`src/rtl/serial_subtractor.sv`:
```
// Bit-serial subtractor: D = X - Y - borrowin (mod 2^n), one bit per cycle, LSB first.
// Define SERIAL_SUBTRACTOR_CMP_EN to build the registered AeqB/AgtB compare flags.
module serial_subtractor #(
    parameter int unsigned n = 32
) (
    input  logic         clk,
    input  logic         rst_n,
    input  logic         start,
    input  logic [n-1:0] X,
    input  logic [n-1:0] Y,
    input  logic         borrowin,
    output logic         busy,
    output logic         done,
    output logic [n-1:0] D,
    output logic         borrowout,
    output logic         AeqB,
    output logic         AgtB
);

    localparam int unsigned cw = $clog2(n + 1);
    localparam logic [cw-1:0] last_cnt = cw'(n - 1);

    typedef enum logic [1:0] {StIdle, StRun, StDone} state_t;

    state_t          state_q;
    logic [n-1:0]    x_q, y_q, d_q;
    logic [cw-1:0]   cnt_q;
    logic            b_q, bo_q, busy_q, done_q;

    logic            d_bit, b_next, last_bit;
    logic [n-1:0]    d_next;

    always_comb begin
        d_bit    = x_q[0] ^ y_q[0] ^ b_q;
        b_next   = (~x_q[0] & y_q[0]) | (~x_q[0] & b_q) | (y_q[0] & b_q);
        d_next   = {d_bit, d_q[n-1:1]};
        last_bit = (state_q == StRun) && (cnt_q == last_cnt);
    end

    always_ff @(posedge clk or negedge rst_n) begin
        if (!rst_n) begin
            state_q <= StIdle;
            x_q     <= '0;
            y_q     <= '0;
            d_q     <= '0;
            cnt_q   <= '0;
            b_q     <= 1'b0;
            bo_q    <= 1'b0;
            busy_q  <= 1'b0;
            done_q  <= 1'b0;
        end else begin
            done_q <= 1'b0;
            unique case (state_q)
                StIdle, StDone: begin
                    if (start) begin
                        x_q     <= X;
                        y_q     <= Y;
                        b_q     <= borrowin;
                        d_q     <= '0;
                        cnt_q   <= '0;
                        busy_q  <= 1'b1;
                        state_q <= StRun;
                    end else begin
                        state_q <= StIdle;
                    end
                end
                StRun: begin
                    x_q <= x_q >> 1;
                    y_q <= y_q >> 1;
                    d_q <= d_next;
                    b_q <= b_next;
                    if (last_bit) begin
                        bo_q    <= b_next;
                        busy_q  <= 1'b0;
                        done_q  <= 1'b1;
                        state_q <= StDone;
                    end else begin
                        cnt_q <= cnt_q + cw'(1);
                    end
                end
                default: state_q <= StIdle;
            endcase
        end
    end

`ifdef SERIAL_SUBTRACTOR_CMP_EN
    logic aeqb_q, agtb_q;

    // Flags are taken from the final difference as it is written into D.
    always_ff @(posedge clk or negedge rst_n) begin
        if (!rst_n) begin
            aeqb_q <= 1'b0;
            agtb_q <= 1'b0;
        end else if (last_bit) begin
            aeqb_q <= ~b_next & (d_next == '0);
            agtb_q <= ~b_next & (d_next != '0);
        end
    end

    assign AeqB = aeqb_q;
    assign AgtB = agtb_q;
`else
    assign AeqB = 1'b0;
    assign AgtB = 1'b0;
`endif

    assign busy      = busy_q;
    assign done      = done_q;
    assign D         = d_q;
    assign borrowout = bo_q;

endmodule
```
`config.mk`:
```
export PLATFORM = sky130hd
export DESIGN_NAME = serial_subtractor
export DESIGN_NICKNAME = d
export VERILOG_FILES = /design/src/rtl/serial_subtractor.sv
export SDC_FILE = /design/constraint.sdc
export NUM_CORES = 1
export LEC_CHECK = 0
export ABC_AREA = 1
export BUFFER_PORTS_ARGS = -buffer_cell sky130_fd_sc_hd__buf_4
export CAP_MARGIN = 40
export CORE_UTILIZATION = 50
export CTS_BUF_LIST = sky130_fd_sc_hd__clkbuf_4 sky130_fd_sc_hd__clkbuf_8
export CTS_CLUSTER_DIAMETER = 40
export DETAILED_ROUTE_END_ITERATION = 16
export PLACE_DENSITY = 0.78
export SLEW_MARGIN = 20
export SYNTH_ARGS = -nofsm -noshare
export SYNTH_HDL_FRONTEND = slang
export SYNTH_SLANG_ARGS = --single-unit
export TNS_END_PERCENT = 5
```
`constraint.sdc`:
```
create_clock -name clk -period 1.31 [get_ports clk]
set_clock_uncertainty 0.05 [all_clocks]
set_input_delay 0.262 -clock clk [delete_from_list [all_inputs] [get_ports clk]]
set_output_delay 0.262 -clock clk [all_outputs]
set_load 0.01 [all_outputs]
```
### Yosys cells after proc, flatten, opt, wreduce, memory -nomap -nowiden

Cells that the tools add are included.

| operators by class | value |
|---|---|
| $add $sub $neg | 1 |
| multiply operators | 0 |
| divide/modulo/power cells | 0 |
| $lt $le $gt $ge | 0 |
| equality and inequality tests | 6 |
| shift-type cells | 0 |
| multiplexer cells | 19 |
| bitwise operators | 8 |
| reduce and logical (&&, ||, !) cells | 8 |

Operators with widths:

| operator | count |
|---|---|
| 32-bit one-hot mux with 2 select lines | 3 |
| 32-bit 2-to-1 mux | 3 |
| 6-bit 2-to-1 mux | 2 |
| 6-bit one-hot mux with 2 select lines | 1 |
| 6-bit by 1-bit adder with 6-bit output (second input constant) | 1 |
| 6-bit by 5-bit equality test with 1-bit output (second input constant) | 1 |
| 1-bit 2-to-1 mux | 6 |
| 2-bit inequality test (second input constant) | 3 |
| 3-bit AND reduction | 2 |
| 1-bit one-hot mux with 2 select lines | 2 |
| 2-bit one-hot mux with 2 select lines | 1 |
| 2-bit AND reduction | 2 |
| 1-bit AND | 3 |
| 2-bit by 1-bit equality test with 1-bit output (second input constant) | 1 |
| 2-bit equality test (second input constant) | 1 |
| 2-bit logical NOT | 1 |
| 2-bit 2-to-1 mux | 1 |
| 1-bit bitwise OR | 2 |
| 2-bit nonzero test | 1 |
| 2-bit OR reduction | 1 |
| 1-bit XOR | 2 |
| 1-bit logical AND | 1 |
| 1-bit NOT | 1 |

| storage, ports and cells | value |
|---|---|
| register bits after elaboration | 108 |
| bits in latches | 0 |
| RAM bits | 0 |
| memory bits (read-only) | 0 |
| bits of input ports | 68 |
| output and inout bits | 37 |
| logic and storage cells | 51 |
| memories kept | 0 |

### Longest topological paths before layout

| depth | value |
|---|---|
| depth after elaboration | 5 |
| mapped depth | 8 |
| mapped depth without buffers | 6 |

### Worst setup path before layout

OpenSTA, ideal clock, no wires.

| timing | value |
|---|---|
| path type | reg2reg |
| start | reg cnt_q[0] |
| end | reg cnt_q[5] |
| library setup time | 0.065 ns |
| data arrival time | 1.105 ns |
| data required time | 1.195 ns |
| setup slack | 0.090 ns |
| cell stages (with the launch flop) | 7 |
| buffers on the path | 0 |
| period minus slack after synthesis | 1.220 ns |
| cells stage by stage | dfrtp_1 ha_1 nand3_1 nor2_1 nor2_1 nand3_1 nand2_1 |

| on the way | value |
|---|---|
| cells in the longest elaborated chain, start to end | 4 |
| elaborated cells on any way between the ends | 7 |
| classes of those cells | 1 x add/sub; 2 x eq/ne; 2 x mux; 2 x reduce/logical |

Ends and longest elaborated chain:

| item | RTL line | source |
|---|---|---|
| from (decl) | 27 | `logic [cw-1:0] cnt_q;` |
| from (signal assigned) | 78 | `cnt_q <= cnt_q + cw'(1);` |
| branches (longest 4 deep; another with 6-bit by 1-bit adder with 6-bit output) | -- |  |

Several ways; the timed one is not identified. The select of a mux whose other input is x is not followed.
A chain may end at the register's enable or synchronous reset.

### Worst setup path in the final report

| timing | value |
|---|---|
| start | reg cnt_q[0] |
| end | reg busy_q (netlist: busy) |

| on the way | value |
|---|---|
| cells in the longest elaborated chain, start to end | 4 |

Ends and longest elaborated chain:

| item | RTL line | source |
|---|---|---|
| 6-bit by 5-bit equality test with 1-bit output | 37 | `last_bit = (state_q == StRun) && (cnt_q == last_cnt);` |
| 1-bit logical AND | 37 |  |
| 2-bit inequality test (no line) | -- |  |
| 3-bit AND reduction (no line) | -- |  |
| to (signal assigned) | 49 | `busy_q <= 1'b0;` |
| to (signal assigned) | 61 | `busy_q <= 1'b1;` |
| to (signal assigned) | 74 | `busy_q <= 1'b0;` |
| to (decl) | 28 | `logic b_q, bo_q, busy_q, done_q;` |

No other way between the ends.

==> results_dict.tcl <==
set metrics [dict create \
    outcome "finished clean" \
    syn-cell-area_sq_um 4550 \
    yosysTopAreaCell "dfrtp_1" \
    synth_area_per_cell_sq_um 8.80 \
    grt_use_total 0.220 \
    power_mw 13.2 \
    cts_h_tree_depth 3 \
    cts-buffers-inserted 9 \
    synth_adder_area_share 0.00715 \
    timing.critical_path.fanout_max 5 \
    drt_first_pass_iters 4 \
    die-height_um 97.4 \
    rr_worst_depth 6 \
    clk_latency_worst_skew_pair_ns 0.36 \
    finalCritPeriodShare 0.965 \
    layout.cells.non_filler 734 \
    end_kind "register" \
    grt_first_pass_wirelength_um 17000 \
    critical_path_required_ns 1.51 \
    total_switching_power_mw 5.02 \
    dpl_cell_area_sq_um 5510 \
    layout.cell_area.non_filler_sq_um 5850 \
    synth-edff-count 0 \
    route.vias.total 3793 \
    routedWlPerCell_um 14.1 \
    multi_input_comb_area_sq_um 1540 \
    total_leakage_power_nw 2.97 \
    core_sq_um 8760 \
    placement.setup.worst_slack_ns -0.0160 \
    swShare 0.381 \
    num_rows 34 \
    critical_path_class "reg -> reg" \
    tritoncts_clock_tree "yes" \
    post_synth_main_area_contributors "dfrtp_1 59%, nand2_1 17%, nand3_1 7.6%, o22ai_1 4.1%, inv_1 3.5%" \
    cts-root-to-sink-buffers 2 \
    whs_ns 0.0464 \
    synth_compound_gate_area_share 0.0569 \
    synth_cell_type_count 24 \
    net_total_in_the_final_layout 691 \
    initial_core_util 0.519 \
    layout_min_cycle_time_ns 1.26 \
    placed_cells_incl_taps 712 \
    crit-reg2reg-launch "cnt_q[0]$_DFFE_PN0P_" \
    path_clk_slew_ns 0.10 \
    nFillCells 705 \
    synth_xor_xnor_area_share 0 \
    synth_cells 517 \
    share_of_the_yosys_chip_area_belonging_to_registers 0.594 \
    power_density_nw_per_um2 2250 \
    grt_pass1_vias 3711 \
    portBuffers 102 \
    regArea_sq_um 2700 \
    final_antenna_net_count 0 \
    dominant_combinational_cell_family_by_area_after_synthesis "simple AND/OR/NAND/NOR gates" \
    synthSimpleGateAreaFrac 0.262 \
    netlist.area_leader.share 0.594 \
    min_delay_worst_endpoint "y_q[31]$_DFFE_PN0P_" \
    detail_route.iter0.violations 207 \
    ys.warnings.count 0 \
    synth.ff_latch_count 108 \
    final-max-slew-violation-count 0 \
    async_flop_share 1.00 \
    min_from "Y[31]" \
    fp.dieArea_sq_um 9490 \
    max_cap_viol_count 0 \
    antenna_violations_before_repair 0 \
    detailedPlacementHpwl_um 6760 \
    area_delta_synth_final_pct 28.6 \
    final-setup-viol-count 0 \
    chipWidth_um 97.4 \
    mostFrequentLayoutCell "nand2_1" \
    gp_congestion 0.777 \
    layout-drive-gt1-share 0.240 \
    route.detailed.drc 0 \
    setup_ws_ns 0.0454 \
    startpoint_type "register" \
    holdCritPathClass "in -> reg" \
    insertedDiodeCount 0 \
    finish.utilization 0.668 \
    grt_start_max_net_pins 61 \
    postRouteWirelength_um 10300 \
    via_per_inst 5.17 \
    holdPathStages 3 \
    most-common-layout-cells "211 x nand2_1, 108 x dfrtp_1, 106 x buf_4" \
    max-vdd-ir-drop_mv 1.09 \
    ff2ff_setup_slack_ns 0.05 \
    worstPathArrival_ns 1.47 \
    synthFlopType "dfrtp_1" \
    power.clock.fraction 0.145 \
    intPower_mw 8.16 \
    fin_tns_setup_ns 0 \
    hold_violations 0 \
    power.share.combinational 0.422 \
    rr_endpoint "busy$_DFFE_PN0P_" \
    fmaxAchievable_ghz 0.791 \
    power_frac_seq 0.433 \
    grt-ovfl-total 0 \
    clkSinkCount 108 \
    clk_root_buffer_cell "clkbuf_8" \
    num_io_pins 105 \
    yosys-mux-area-fraction 0 \
]
==> power groups by stage <==
stage                     sequential, mW  clock, mW  combinational [mW]
after floorplan                     5.75          0                3.18
after global placement              5.64          0                4.99
after detailed placement            5.71          0                5.23
after CTS                           5.65       1.94                5.26
after global routing                5.87       2.08                6.27
final                               5.70       1.91                5.57
==> worst max-delay path by stage <==
stage	from	to	slack (ns)	cells after the start
after floorplan	cnt_q[0]$_DFFE_PN0P_	cnt_q[5]$_DFFE_PN0P_	0.09	6
after global placement	cnt_q[0]$_DFFE_PN0P_	cnt_q[5]$_DFFE_PN0P_	0.04	6
final	cnt_q[0]$_DFFE_PN0P_	busy$_DFFE_PN0P_	0.05	6
after CTS	cnt_q[0]$_DFFE_PN0P_	borrowout$_DFFE_PN0P_	0.007	6
after global routing	cnt_q[0]$_DFFE_PN0P_	borrowout$_DFFE_PN0P_	-0.03	6
after detailed placement	cnt_q[0]$_DFFE_PN0P_	cnt_q[5]$_DFFE_PN0P_	-0.02	6
==> metal layers <==
| layer | track usage | vias up | wire length (um) |
|---|---|---|---|
| met5 | 0 | - | 0 |
| met3 | 0.0360 | 14 | 493 |
| met1 | 0.292 | 1839 | 4430 |
| met2 | 0.368 | 96 | 5270 |
| li1 | - | 1844 | - |
| met4 | 0.0769 | 0 | 154 |
==> kinds of logic (layout without fill, tap and decap cells) <==
family                   Yosys count  after routing
other                              1              2
buffers and inverters             76            184
AO/OA/AOI/OAI                     41             41
adder cells (fa/ha/maj)            2              2
AND/OR/NAND/NOR                  289            289
flip-flops                       108            108
==> critical path, cell delays in order (launching register included) <==
cell	delay, ns
dfrtp_1	0.42
ha_4	0.18
nand3_4	0.11
nor2_4	0.15
nand2_2	0.09
o21ai_0	0.09
inv_1	0.06
==> final cells by class <==
class,count,share of cell area
clock buffers,10,0.0235
clock inverters,6,0.00834
inverters,47,0.0314
multi-input cells,334,0.264
flip-flops and latches,108,0.462
well taps,108,0.0231
repair buffers,121,0.188
==> repair_timing <==
action | 4_1_cts | 5_1_grt
buffers inserted | 0 | 2
setup endpoints to repair | 4 | 53
resized for setup | 2 | 11
pin swaps | 0 | 3
hold endpoints to repair | 48 | 0
hold buffers | 1 | 0
cloned | 0 | 3
==> synth_stat cells, types with 4 or more instances <==
cell type	n
o22ai_1	30
dfrtp_1	108
buf_2	14
buf_6	5
nand3_1	69
buf_4	5
inv_2	4
inv_1	43
nand2_1	212
o211ai_1	4
o21ai_0	4
==> state kept, by name (all words and copies together), names as in the netlist <==
register and flops:
done 1, x_q 32, borrowout 1, b_q 1
cnt_q 6, busy 1, state_q 2, D 32
y_q 32
No activity file was read; power rests on OpenSTA's default activity.
